<file path="src/rtl/dr_sched_if.sv">
// Handshake and control bundle between dr_sched and its neighbours.
// The master side drives frame requests and upstream data-valid; the slave side is the sequencer.
interface dr_sched_if #(
  parameter int CW = 8
) ();
  logic          start;
  logic [CW-1:0] circ_len;
  logic          in_valid;
  logic          in_ready;
  logic          s0;
  logic          s1;
  logic          out_valid;
  logic          busy;
  logic          done;
  logic          err;
  logic [7:0]    frame_cnt;

  modport master (
    output start, circ_len, in_valid,
    input  in_ready, s0, s1, out_valid, busy, done, err, frame_cnt
  );

  modport slave (
    input  start, circ_len, in_valid,
    output in_ready, s0, s1, out_valid, busy, done, err, frame_cnt
  );
endinterface

</file>
<file path="src/rtl/dr_sched.sv">
// Frame sequencer for the recirculating delay register: fill, hold by recirculation, drain.
// All outputs are decoded from registered state only.
module dr_sched #(
  parameter int LONG  = 7,
  parameter int SHORT = 2,
  parameter int CW    = 8
) (
  input  logic        clk,
  input  logic        clear,
  dr_sched_if.slave   bus
);

  localparam int F     = LONG + SHORT;
  localparam int CNT_W = $clog2(F);
  localparam logic [CNT_W-1:0] LAST = CNT_W'(F - 1);

  typedef enum logic [1:0] {
    IDLE  = 2'd0,
    FILL  = 2'd1,
    CIRC  = 2'd2,
    DRAIN = 2'd3
  } state_t;

  state_t           state_q, state_d;
  logic [CNT_W-1:0] cnt_q, cnt_d;
  logic [CW-1:0]    hcnt_q, hcnt_d;
  logic             err_q, err_d;
  logic [7:0]       frame_cnt_q, frame_cnt_d;

  // NOTE: every variable gets a default before the case so no path leaves it unassigned (no latch).
  always_comb begin
    state_d     = state_q;
    cnt_d       = cnt_q;
    hcnt_d      = hcnt_q;
    err_d       = 1'b0;
    frame_cnt_d = frame_cnt_q;
    case (state_q)
      IDLE: begin
        if (bus.start) begin
          state_d = FILL;
          cnt_d   = '0;
          hcnt_d  = bus.circ_len;
        end
      end
      FILL: begin
        if (!bus.in_valid) begin
          // A gap aborts the frame; the partial fill is simply overwritten by the next one.
          state_d = IDLE;
          cnt_d   = '0;
          err_d   = 1'b1;
        end else if (cnt_q == LAST) begin
          cnt_d   = '0;
          state_d = (hcnt_q == '0) ? DRAIN : CIRC;
        end else begin
          cnt_d = cnt_q + 1'b1;
        end
      end
      CIRC: begin
        // Only entered with hcnt >= 1, so counting down to 1 never wraps for any circ_len.
        hcnt_d = hcnt_q - 1'b1;
        if (hcnt_q == CW'(1)) begin
          state_d = DRAIN;
          cnt_d   = '0;
        end
      end
      DRAIN: begin
        if (cnt_q == LAST) begin
          state_d     = IDLE;
          cnt_d       = '0;
          frame_cnt_d = frame_cnt_q + 8'd1;
        end else begin
          cnt_d = cnt_q + 1'b1;
        end
      end
      default: state_d = IDLE;
    endcase
  end

  // NOTE: state registers use non-blocking assignments and clear asynchronously on the active-low reset.
  always_ff @(posedge clk or negedge clear) begin
    if (!clear) begin
      state_q     <= IDLE;
      cnt_q       <= '0;
      hcnt_q      <= '0;
      err_q       <= 1'b0;
      frame_cnt_q <= 8'd0;
    end else begin
      state_q     <= state_d;
      cnt_q       <= cnt_d;
      hcnt_q      <= hcnt_d;
      err_q       <= err_d;
      frame_cnt_q <= frame_cnt_d;
    end
  end

  always_comb begin
    bus.s0        = 1'b0;
    bus.s1        = 1'b0;
    bus.in_ready  = 1'b0;
    bus.out_valid = 1'b0;
    bus.done      = 1'b0;
    case (state_q)
      FILL: begin
        bus.s0       = 1'b1;
        bus.s1       = 1'b1;
        bus.in_ready = 1'b1;
      end
      DRAIN: begin
        bus.s0        = 1'b1;
        bus.s1        = 1'b1;
        bus.out_valid = 1'b1;
        bus.done      = (cnt_q == LAST);
      end
      default: ;
    endcase
  end

  assign bus.busy      = (state_q != IDLE);
  assign bus.err       = err_q;
  assign bus.frame_cnt = frame_cnt_q;

endmodule

</file>
<file path="src/flat_wrapper.sv">
// flat-port wrapper written by rule: the top's interface ports become plain ports
module dr_sched_flat 
#(
  parameter int LONG  = 7,
  parameter int SHORT = 2,
  parameter int CW    = 8
)
  (clk, clear, bus_start, bus_circ_len, bus_in_valid, bus_in_ready, bus_s0, bus_s1, bus_out_valid, bus_busy, bus_done, bus_err, bus_frame_cnt);
  dr_sched_if #(.CW(CW)) bus_i ();
  input  logic clk;
  input  logic clear;
  input wire logic [$bits(bus_i.start)-1:0] bus_start;
  input wire logic [$bits(bus_i.circ_len)-1:0] bus_circ_len;
  input wire logic [$bits(bus_i.in_valid)-1:0] bus_in_valid;
  output wire logic [$bits(bus_i.in_ready)-1:0] bus_in_ready;
  output wire logic [$bits(bus_i.s0)-1:0] bus_s0;
  output wire logic [$bits(bus_i.s1)-1:0] bus_s1;
  output wire logic [$bits(bus_i.out_valid)-1:0] bus_out_valid;
  output wire logic [$bits(bus_i.busy)-1:0] bus_busy;
  output wire logic [$bits(bus_i.done)-1:0] bus_done;
  output wire logic [$bits(bus_i.err)-1:0] bus_err;
  output wire logic [$bits(bus_i.frame_cnt)-1:0] bus_frame_cnt;
  assign bus_i.start = bus_start;
  assign bus_i.circ_len = bus_circ_len;
  assign bus_i.in_valid = bus_in_valid;
  assign bus_in_ready = bus_i.in_ready;
  assign bus_s0 = bus_i.s0;
  assign bus_s1 = bus_i.s1;
  assign bus_out_valid = bus_i.out_valid;
  assign bus_busy = bus_i.busy;
  assign bus_done = bus_i.done;
  assign bus_err = bus_i.err;
  assign bus_frame_cnt = bus_i.frame_cnt;
  dr_sched #(.LONG(LONG), .SHORT(SHORT), .CW(CW)) u_core (.clk(clk), .clear(clear), .bus(bus_i));
endmodule
</file>
<file path="config.mk">
export PLATFORM = sky130hd
export DESIGN_NAME = dr_sched_flat
export DESIGN_NICKNAME = d
export VERILOG_FILES = /design/src/rtl/dr_sched_if.sv /design/src/rtl/dr_sched.sv /design/src/flat_wrapper.sv
export SDC_FILE = /design/constraint.sdc
export NUM_CORES = 1
export LEC_CHECK = 0
export CELL_PAD_IN_SITES_DETAIL_PLACEMENT = 1
export CELL_PAD_IN_SITES_GLOBAL_PLACEMENT = 1
export CORE_MARGIN = 5
export CORE_UTILIZATION = 30
export DETAILED_ROUTE_END_ITERATION = 6
export PLACE_DENSITY = 0.71
export SYNTH_ARGS = -nofsm -noshare
export SYNTH_HDL_FRONTEND = slang
export SYNTH_SLANG_ARGS = --single-unit
</file>
<file path="constraint.sdc">
create_clock -name clk -period 3.7 [get_ports clk]
set_input_delay 0.555 -clock clk [delete_from_list [all_inputs] [get_ports clk]]
set_output_delay 0.555 -clock clk [all_outputs]
set_load 0.02 [all_outputs]
</file>
## Word level (Yosys, flattened, before mapping)

Cells that the tools add are included.

- Equality and inequality tests: 9
- Reductions and logical operators: 9
- $add $sub $neg: 3
- Muxes and demuxes: 20

Operators with widths:

| kind | count |
|---|---|
| 4-bit two-way mux | 4 |
| 4-bit case mux with 4 select lines | 1 |
| 8-bit case mux with 2 select lines | 1 |
| 2-bit two-way mux | 5 |
| 8-bit by 1-bit adder with 8-bit output, second input constant | 1 |
| 8-bit by 1-bit equality test with 1-bit output, second input constant | 1 |
| 8-bit zero test | 1 |
| 8-bit two-way mux | 1 |
| 2-bit case mux with 4 select lines | 1 |
| 8-bit by 1-bit subtractor with 8-bit output, second input constant | 1 |
| 1-bit two-way mux | 7 |
| 2-bit AND reduction | 3 |
| 4-bit by 1-bit adder with 4-bit output, second input constant | 1 |
| 2-bit equality test, second input constant | 2 |
| 4-bit equality test, second input constant | 1 |
| 2-bit by 1-bit inequality test with 1-bit output, second input constant | 2 |
| 4-bit AND reduction | 1 |
| 2-bit nonzero test | 2 |
| 3-bit by 2-bit inequality test with 1-bit output, second input constant | 1 |
| 2-bit by 1-bit equality test with 1-bit output, second input constant | 1 |
| 2-bit zero test | 1 |
| 2-bit inequality test, second input constant | 1 |
| 2-bit OR reduction | 1 |

- Register bits after elaboration: 23
- Input bits: 12
- Logic and storage cells: 46

## Depth between registers and ports, before layout

Gate-level depths: netlist (run 1).

- Word-level depth: 5
- Mapped depth: 6
- Gate-level depth less buffers: 6

## Least setup slack after synthesis (run 1)

Ideal clock, no wire load.

- Path kind: reg2reg
- Start: register u_core.hcnt_q[0]
- End: register u_core.hcnt_q[4]
- Buffers on the path: 0
- Arrival time: 1629 ps
- Slack: 1945 ps
- Stages on the path, launching flop included: 7
- Path through: dfrtp_1 > inv_1 > ha_1 > inv_1 > or3_2 > a22o_1 > a221o_1

- Longest elaborated chain between the ends: 2

Ends and longest elaborated chain:

| what | RTL line | source |
|---|---|---|
| start, declared | dr_sched.sv:26 | `logic [CW-1:0] hcnt_q, hcnt_d;` |
| start signal, assigned | dr_sched.sv:90 | `hcnt_q <= hcnt_d;` |
| 8-bit by 1-bit subtractor with 8-bit output | dr_sched.sv:60 | `hcnt_d = hcnt_q - 1'b1;` |
| 8-bit case mux with 2 select lines | dr_sched.sv:37 | `case (state_q)` |

No other way between the ends.
A chain may end at the register's enable or synchronous reset.

==> impl_results.md, run 1 <==
- Status: finished, final reports clean
- Setup crit start kind: flop
- Worst EP required: 3140 ps
- Max-Cap Viols: 0
- CTS buffer count: 3
- CTS resizes: 0
- Post-synth top area cell: dfrtp_1
- FF+latch area: 576 µm²
- DR DRC count: 0
- Cts hold-fix bufs: 0
- Depth of the CTS H-tree: 1
- YS warnings: 0
- Most common cell in the synthesized netlist: dfrtp_1
- Clk pin slew, worst setup/hold paths: 80 ps
- Clock Skews: 2.97 ps
- VDD IR max: 0.000220 V
- Relative slew slack: 27.8%
- Die width: 76.3 µm
- Post-synthesis register bit count: 23
- DR iter-0 viols: 41
- Part of the cycle the worst path needs: 76.0%
- CTS Root Cell: clkbuf_8
- TritonCTS Sinks: 23
- Synthesized Nets: 153
- Overflow after GRT: 0
- Starting Density: 30.7%
- Pwr/cell area: 637 nW/µm²
- Vias: 1117
- Share of layout cells above drive strength 1: 7.59%
- Synthesized area: 1320 µm²
- Largest net degree at the start of global routing: 24
- Synth-to-layout area growth: 24.7%
- I/O Buffers: 26
- Die area: 5820 µm²
- Largest cells by area after synthesis: dfrtp_1, ha_1, a21oi_1
- Worst hold path class: flop to flop
- Slew @ Worst Pin: 1080 ps
- Multi-input gate area: 662 µm²
- # nets final: 177
- Asr flop ratio synth: 100%
- Cell Rows: 24
- Cell-by-cell trace of the critical path: nand2_1 -> nor2_1 -> clkdlybuf4s50_1
- GPL Wtd Cong: 0.841
- Cell variety after synth: 36
- CP max-delay cell: clkdlybuf4s50_1
- Post-synthesis sequential area ratio: 43.7%
- Total chip power: 1.05 mW
- Via density: 5.32
- Synth top cells by count: dfrtp_1, a21oi_1, inv_1, nand3_1
- CP Class: flop to output pin
- TritonCTS clock tree: yes
- Post-synth EDFFs: 0
- Share of the synthesized area in the top cell type: 43.7%
- RSZ-0062 raised after global routing: false
- Syn Area/Cell: 9.76 µm²
- Pre-antenna DRT Iters: 4
- Final ANT Viol Nets: 0
- Critical path endpoint category: output pin
- Ports: 27
- CORE AREA: 4290 µm²
- Die Ht: 76.3 µm
- Setup violations, final: 0
- Fmax achieved: 356 MHz
- Vias in the first global route: 1199
- Leakage power: 0.710 nW
- Setup TNS Final: 0 ps
- CP Data Arrival Time: 2260 ps
- Post-Syn Instances: 135
- Tmin final: 2810 ps
- Worst-Skew Late Latency: 260 ps
- Average wire per standard cell: 15.6 µm
- First-pass GRT wire length: 5640 µm
- Antenna violations before repair: 0
- ANT cells: 0
- Max Slew Vio Count: 0
- # fillers: 480
- Crit-path max FO: 17
- Top FF cell, synth: dfrtp_1
- Dpl hpwl: 2510 µm
- All-Layer GR Usage: 11.4%
- Setup Fix Bufs, Post-CTS: 0
- Routed WL: 3280 µm
- Max Buffers Root-to-Sink: 2
- Crit path largest cell delay: 700 ps
- Hold violation count in the final report: 0
## flip-flops by register name, indices dropped and copies added (netlist names), named ones only
signal and flops:
u_core.bus.frame_cnt 8, u_core.hcnt_q 8, u_core.state_q 1, u_core.bus.err 1, u_core.cnt_q 4
## stage by stage
stage               util (%)  setup WS (ps)  instances  hold WS (ps)  instance area [µm²]
finish                  38.3            889        210           487                 1640
global route            38.3            740        210           499                 1640
CTS                     38.3            881        210           487                 1640
detailed placement      37.2           1190        206           475                 1600
global placement        37.2           1290        206           462                 1600
floorplan                  -           1940        135           259                 1320
## kinds of logic (layout without fill, tap and decap cells)
logic type,count (synthesis),after routing,share of synthesized area [%]
AO/OA/AOI/OAI,35,35,19.1
adder cells (fa/ha/maj),6,6,5.70
flip-flops,23,23,43.7
multiplexers,4,4,3.13
AND/OR/NAND/NOR,44,44,17.7
XOR/XNOR,7,7,4.65
buffers and inverters,16,39,6.08
## final timing paths
path                            cells after the start                                 from                                   to  slack, ps
worst max-delay path                                3                                 flop                             bus_done        890
worst min-delay path                                1  u_core.bus.frame_cnt[7]$_DFFE_PN0P_  u_core.bus.frame_cnt[7]$_DFFE_PN0P_        490
worst max register to register                      6         u_core.hcnt_q[0]$_DFFE_PN0P_         u_core.hcnt_q[4]$_DFFE_PN0P_       1820
worst min register to register                      1  u_core.bus.frame_cnt[7]$_DFFE_PN0P_  u_core.bus.frame_cnt[7]$_DFFE_PN0P_        490
max in group asynchronous                           1                                clear          u_core.cnt_q[1]$_DFFE_PN0P_       2180
min in group asynchronous                           1                                clear  u_core.bus.frame_cnt[5]$_DFFE_PN0P_        870
## layout by cell type (no fill, tap or decap), drive strengths merged, types with 3 or more instances in the layout
cell type	count
clkdlybuf4s50	26
dfrtp	23
inv	9
nand3	9
a21oi	9
nor2	8
nand2	8
o22a	7
o22ai	6
ha	6
xnor2	5
nor3	4
nand2b	4
nand4	3
a21o	3
mux2i	3
a221oi	3
clkbuf	3
## cell type report
type | count | area share [%]
clock buffer | 3 | 2.51
multi-input combinational | 96 | 40.3
timing repair buffer | 26 | 15.8
sequential | 23 | 35.0
clock inverter | 1 | 0.305
tap | 52 | 3.96
inverter | 9 | 2.06
## where the power goes
| part | internal [mW] | leakage [nW] | total (mW) | switching [mW] |
|---|---|---|---|---|
| clock | 0.0752 | 0.0255 | 0.159 | 0.0834 |
| combinational | 0.208 | 0.389 | 0.440 | 0.232 |
| sequential | 0.319 | 0.296 | 0.447 | 0.128 |
| total | 0.603 | 0.710 | 1.05 | 0.443 |
## critical path: cells and delay by family (launching register included)
family,cells,cell delay (ps)
buffers and inverters,1,700
and+or+nand+nor,2,590
DFF,1,690
## per-layer routing
metal | GRT usage, % | share of wire, % | vias to the layer above
met2 | 20.5 | 50 | 26
li1 | - | - | 533
met5 | 0 | 0 | -
met1 | 13.9 | 45 | 554
met3 | 2.48 | 4.3 | 4
met4 | 2.10 | 0.55 | 0
(Power assumes the default switching activity.)
==> run 2, diff against run 1 <==
clock period = 2.8 ns   (was 3.7 ns; I/O delays follow)
==> run 2 against run 1 <==
  * Critical path depth grew 1
  * Largest power group unchanged
  * Final cell count grew 0.95%
  * Highest routed layer unchanged
  * Non-clock buffer count grew 2
  * Sequential power grew 33%
  * Critical endpoint unchanged
  * Setup slack lost 560 ps
  * Critical path type unchanged
  * Register-to-register slack lost 930 ps
==> impl_results.md, run 2 (synthesized netlist as in run 1, its figures left out) <==
- Final Util: 38.6% (+0.35 points)
- Setup TNS Final: 0 ps (unchanged)
- # nets final: 179 (+1.1%)
- Dpl hpwl: 2450 µm (-2.2%)
- Max Slew Vio Count: 0 (unchanged)
- CORE AREA: 4290 µm² (unchanged)
- Average wire per standard cell: 15.3 µm (-2.3%)
- Die area: 5820 µm² (unchanged)
- Flop2flop setup slack: 890 ps (-930 ps)
- Vias: 1112 (-0.45%)
- Fmax achieved: 404 MHz
- Crit-path max FO: 17 (unchanged)
- Critical path endpoint category: output pin
- Tmin final: 2470 ps
- Largest net degree at the start of global routing: 24 (unchanged)
- TritonCTS clock tree: yes
- Worst hold path class: flop to flop
- Commonest non-fill, non-tap cell in the layout: clkdlybuf4s50_1
- Hold violation count in the final report: 0 (unchanged)
- Ports: 27 (unchanged)
- Worst-Skew Late Latency: 270 ps (about the same)
- Most frequent cells in the layout: clkdlybuf4s50_1, dfrtp_1, inv_1, nand3_1, a21oi_1
- CP endpoint: bus_done
- CP Data Arrival Time: 2050 ps (-210 ps)
- Setup violations, final: 0 (unchanged)
- Pre-antenna DRT Iters: 3 (-1)
- Clk pin slew, worst setup/hold paths: 90 ps (about the same)
- Worst R2R Start: u_core.hcnt_q[0]$_DFFE_PN0P_
- Worst EP required: 2380 ps (-760 ps)
- RSZ-0062 raised after global routing: false
- Die width: 76.3 µm (unchanged)
- Via density: 5.25 (-1.4%)
- CTS resizes: 0 (unchanged)
- Cell Rows: 24 (unchanged)
- Max-Cap Viols: 0 (unchanged)
- Synth-to-layout area growth: 25.8%
- Leakage power: 0.721 nW (+1.4%)
- Max Buffers Root-to-Sink: 2 (unchanged)
- GPL Wtd Cong: 0.827 (-1.7%)
- Setup crit start kind: flop
- First-pass GRT wire length: 5650 µm (+0.12%)
- DR DRC count: 0 (unchanged)
- R2R cell count: 6 (unchanged)
- Final ANT Viol Nets: 0 (unchanged)
- VDD IR max: 0.000315 V (+43%)
- ANT cells: 0 (unchanged)
- DR iter-0 viols: 41 (unchanged)
- Cts hold-fix bufs: 0 (unchanged)
- Pwr/cell area: 841 nW/µm² (+32%)
- Setup Fix Bufs, Post-CTS: 0 (unchanged)
- Die Ht: 76.3 µm (unchanged)
- Relative slew slack: 63.1% (+35 points)
- Overflow after GRT: 0 (unchanged)
- Starting Density: 30.7% (unchanged)
- Antenna violations before repair: 0 (unchanged)
- I/O Buffers: 26 (unchanged)
- Depth of the CTS H-tree: 1 (unchanged)
- Part of the cycle the worst path needs: 88.4%
- CTS buffer count: 3 (unchanged)
- CP Class: flop to output pin
- Routed WL: 3230 µm (-1.4%)
- Share of layout cells above drive strength 1: 8.75% (+1.2 points)
- Status: finished, final reports clean
- R2R Path End: u_core.hcnt_q[4]$_DFFE_PN0P_
- Slew @ Worst Pin: 553 ps (-527 ps)
- Clock Skews: 11.5 ps (+8.55 ps)
- Vias in the first global route: 1183 (-1.3%)
- CTS Root Cell: clkbuf_8
- All-Layer GR Usage: 11.5% (+0.11 points)
- TritonCTS Sinks: 23 (unchanged)
-- run 2: layout make-up --
class,count,area [µm²]
Clock buffer,3,41.3
Clock inverter,1,5.00
Fill cell,501,2640
Inverter,9,33.8
Multi-Input combinational cell,96,662
Sequential cell,23,576
Tap cell,52,65.1
Timing Repair Buffer,28,275
-- run 2: power by group --
group / switching (mW) / total, mW / leakage [nW] / internal, mW
Clock: 0.115 / 0.215 / 0.0255 / 0.0996
Combinational: 0.311 / 0.587 / 0.399 / 0.276
Sequential: 0.171 / 0.593 / 0.296 / 0.422
-- run 2: routing by layer --
layer  vias up  GRT usage, %  share of wire (%)
met3         4          2.25                3.5
met5         -             0                  0
met1       550          14.3                 46
met2        20          19.9                 50
met4         0          3.15               0.74
li1        538             -                  -
-- run 2: how the worst min path moves through the flow --
stage | from | to | slack (ps) | depth (start not counted)
2_1_floorplan | clear | async pin | 120 | 0
3_3_place_gp | u_core.bus.frame_cnt[7]$_DFFE_PN0P_ | u_core.bus.frame_cnt[7]$_DFFE_PN0P_ | 460 | 1
3_5_place_dp | u_core.bus.frame_cnt[7]$_DFFE_PN0P_ | u_core.bus.frame_cnt[7]$_DFFE_PN0P_ | 470 | 1
4_1_cts | u_core.bus.frame_cnt[7]$_DFFE_PN0P_ | u_core.bus.frame_cnt[7]$_DFFE_PN0P_ | 490 | 1
5_1_grt | u_core.bus.frame_cnt[5]$_DFFE_PN0P_ | u_core.bus.frame_cnt[5]$_DFFE_PN0P_ | 510 | 1
6_report | u_core.bus.frame_cnt[7]$_DFFE_PN0P_ | u_core.bus.frame_cnt[7]$_DFFE_PN0P_ | 470 | 1
-- run 2: stage by stage --
stage          worst slack (ps)  cells  cell area [µm²]  power [mW]  hold slack (ps)
2_1_floorplan              1040    135             1320        1.01              124
3_3_place_gp                674    208             1610        1.16              462
3_5_place_dp                635    208             1610        1.19              469
4_1_cts                     319    212             1660        1.41              487
5_1_grt                     197    212             1660        1.51              514
6_report                    326    212             1660        1.39              475
-- run 2: critical path, stage by stage, from the launching register on --
cell and delay [ps]:
dfrtp_1 700, nand2_1 180, nor2_1 140, buf_4 150, clkdlybuf4s50_1 610
==> run 3, diff against run 2 <==
CELL_PAD_IN_SITES_DETAIL_PLACEMENT = default   (was 1)
CELL_PAD_IN_SITES_GLOBAL_PLACEMENT = default   (was 1)
PLACE_DENSITY = 0.58   (was 0.71)
==> run 3 against run 2 <==
  * Register-to-register slack better by 50 ps
  * Setup slack better by 1.8 ps
  * Global-route usage down 0.99 points
  * Combinational power fell by 1%
  * Critical path type unchanged
  * Flip-flop and latch count stayed put
  * Highest routed layer unchanged
  * Via count down 1.8%
  * Power fell by 0.98%
==> impl_results.md, run 3 (synthesized netlist as in run 1, its figures left out) <==
- CP endpoint: bus_done
- Die Ht: 76.3 µm (unchanged)
- Status: finished, final reports clean
- Die width: 76.3 µm (unchanged)
- TritonCTS Sinks: 23 (unchanged)
- R2R cell count: 6 (unchanged)
- CP Class: flop to output pin
- Routed WL: 2990 µm (-7.6%)
- Starting Density: 30.7% (unchanged)
- # fillers: 427 (-15%)
- Fin worst setup slack: 328 ps (+1.79 ps)
- Placed instance area: 1610 µm² (unchanged)
- CORE AREA: 4290 µm² (unchanged)
- Worst hold path class: flop to flop
- Most frequent cells in the layout: clkdlybuf4s50_1, dfrtp_1, inv_1, nand3_1, a21oi_1
- Leakage power: 0.721 nW (unchanged)
- Psw: 0.585 mW (-2.1%)
- Placed Cells: 208 (unchanged)
- I/O Buffers: 26 (unchanged)
- Critical path endpoint category: output pin
- DR DRC count: 0 (unchanged)
- Vias: 1092 (-1.8%)
- Commonest non-fill, non-tap cell in the layout: clkdlybuf4s50_1
- Part of the cycle the worst path needs: 88.3% (about the same)
- Multi-input gate area: 662 µm² (unchanged)
- Hold slack: 475 ps (+0.449 ps)
- Internal power: 0.796 mW (-0.15%)
- Worst R2R Start: u_core.hcnt_q[0]$_DFFE_PN0P_
- ANT cells: 0 (unchanged)
- Flop pwr share: 42.7% (+0.2 points)
- Synth-to-layout area growth: 25.8% (unchanged)
- Place WS: 649 ps (+14.2 ps)
- Ports: 27 (unchanged)
- # nets final: 179 (unchanged)
- TritonCTS clock tree: yes
- Total chip power: 1.38 mW (-0.98%)
- Setup violations, final: 0 (unchanged)
- Fmax achieved: 404 MHz (about the same)
- Overflow after GRT: 0 (unchanged)
- Pre-antenna DRT Iters: 4 (+1)
- GPL Wtd Cong: 0.815 (-1.4%)
- FF+latch area: 576 µm² (unchanged)
- CTS buffer count: 3 (unchanged)
- Clk pin slew, worst setup/hold paths: 90 ps (about the same)
- Crit-path max FO: 17 (unchanged)
- Net Sw Frac: 42.4% (-0.48 points)
- Pwr/cell area: 833 nW/µm² (-0.98%)
- First-pass GRT wire length: 5160 µm (-8.7%)
- Largest net degree at the start of global routing: 24 (unchanged)
- Slew @ Worst Pin: 544 ps (-8.76 ps)
- Cell Rows: 24 (unchanged)
- Cts hold-fix bufs: 0 (unchanged)
- Tmin final: 2470 ps (-1.80 ps)
- Max-Cap Viols: 0 (unchanged)
- Relative slew slack: 63.7% (+0.58 points)
- Hold violation count in the final report: 0 (unchanged)
- Final instance area: 1660 µm² (unchanged)
- Via density: 5.15 (-1.8%)
- Die area: 5820 µm² (unchanged)
- CTS Root Cell: clkbuf_8
- Clk network pwr share: 15.4% (about the same)
- Max Slew Vio Count: 0 (unchanged)
- Share of layout cells above drive strength 1: 8.75% (unchanged)
- Final Util: 38.6% (unchanged)
- Setup TNS Final: 0 ps (unchanged)
- Setup crit start kind: flop
- Antenna violations before repair: 0 (unchanged)
- R2R Path End: u_core.hcnt_q[4]$_DFFE_PN0P_
- VDD IR max: 0.000431 V (+37%)
- All-Layer GR Usage: 10.5% (-0.99 points)
- RSZ-0062 raised after global routing: false
- Final ANT Viol Nets: 0 (unchanged)
- Gate power share: 41.9% (-0.2 points)
- Flop2flop setup slack: 940 ps (+50 ps)
- Clock Skews: 2.14 ps (-9.38 ps)
- CTS resizes: 0 (unchanged)
- Post-route insts no fill: 212 (unchanged)
- Average wire per standard cell: 14.1 µm (-7.6%)
- Dpl hpwl: 2200 µm (-10%)
- Depth of the CTS H-tree: 1 (unchanged)
- Max Buffers Root-to-Sink: 2 (unchanged)
- DR iter-0 viols: 51 (+24%)
- Worst EP required: 2380 ps (about the same)
- Vias in the first global route: 1123 (-5.1%)
- Worst-Skew Late Latency: 270 ps (about the same)
- CP Data Arrival Time: 2050 ps (about the same)
- Setup Fix Bufs, Post-CTS: 0 (unchanged)
==> run 3: cell counts in the layout (fill, tap and decap cells not counted) <==
Identical to the previous run, type by type.
==> run 3: layer usage <==
metal,GRT usage (%),wire (µm),vias to the layer above
li1,-,-,543
met5,0,0,-
met2,17.6,1420,24
met1,13.5,1420,523
met4,1.92,8,0
met3,3.07,136,2
==> run 3: power by group through the flow <==
stage | clock, mW | sequential (mW) | combinational, mW
after global routing | 0.234 | 0.606 | 0.645
after floorplan | 0 | 0.521 | 0.488
final | 0.213 | 0.589 | 0.579
after CTS | 0.221 | 0.584 | 0.586
after global placement | 0 | 0.583 | 0.571
after detailed placement | 0 | 0.592 | 0.584
==> run 3: critical path, cell delays in order (launching register included) <==
cell and delay (ps):
dfrtp_1 690, nand2_1 190, nor2_1 140, buf_4 150, clkdlybuf4s50_1 610
==> run 3: how the worst min path moves through the flow <==
| stage | start | end | slack [ps] | cells after the start |
|---|---|---|---|---|
| 3_3_place_gp | u_core.bus.frame_cnt[7]$_DFFE_PN0P_ | u_core.bus.frame_cnt[7]$_DFFE_PN0P_ | 460 | 1 |
| 5_1_grt | u_core.bus.frame_cnt[7]$_DFFE_PN0P_ | u_core.bus.frame_cnt[7]$_DFFE_PN0P_ | 510 | 1 |
| 2_1_floorplan | clear | async pin | 120 | 0 |
| 3_5_place_dp | u_core.bus.frame_cnt[7]$_DFFE_PN0P_ | u_core.bus.frame_cnt[7]$_DFFE_PN0P_ | 470 | 1 |
| 4_1_cts | u_core.bus.frame_cnt[7]$_DFFE_PN0P_ | u_core.bus.frame_cnt[7]$_DFFE_PN0P_ | 480 | 1 |
| 6_report | u_core.bus.frame_cnt[7]$_DFFE_PN0P_ | u_core.bus.frame_cnt[7]$_DFFE_PN0P_ | 480 | 1 |
==> run 3: cell type report <==
class / count / share of cell area (%)
Clock buffer: 3 / 2.49
Clock inverter: 1 / 0.302
Inverter: 9 / 2.04
Multi-Input combinational cell: 96 / 39.9
Sequential cell: 23 / 34.7
Tap cell: 52 / 3.92
Timing Repair Buffer: 28 / 16.6
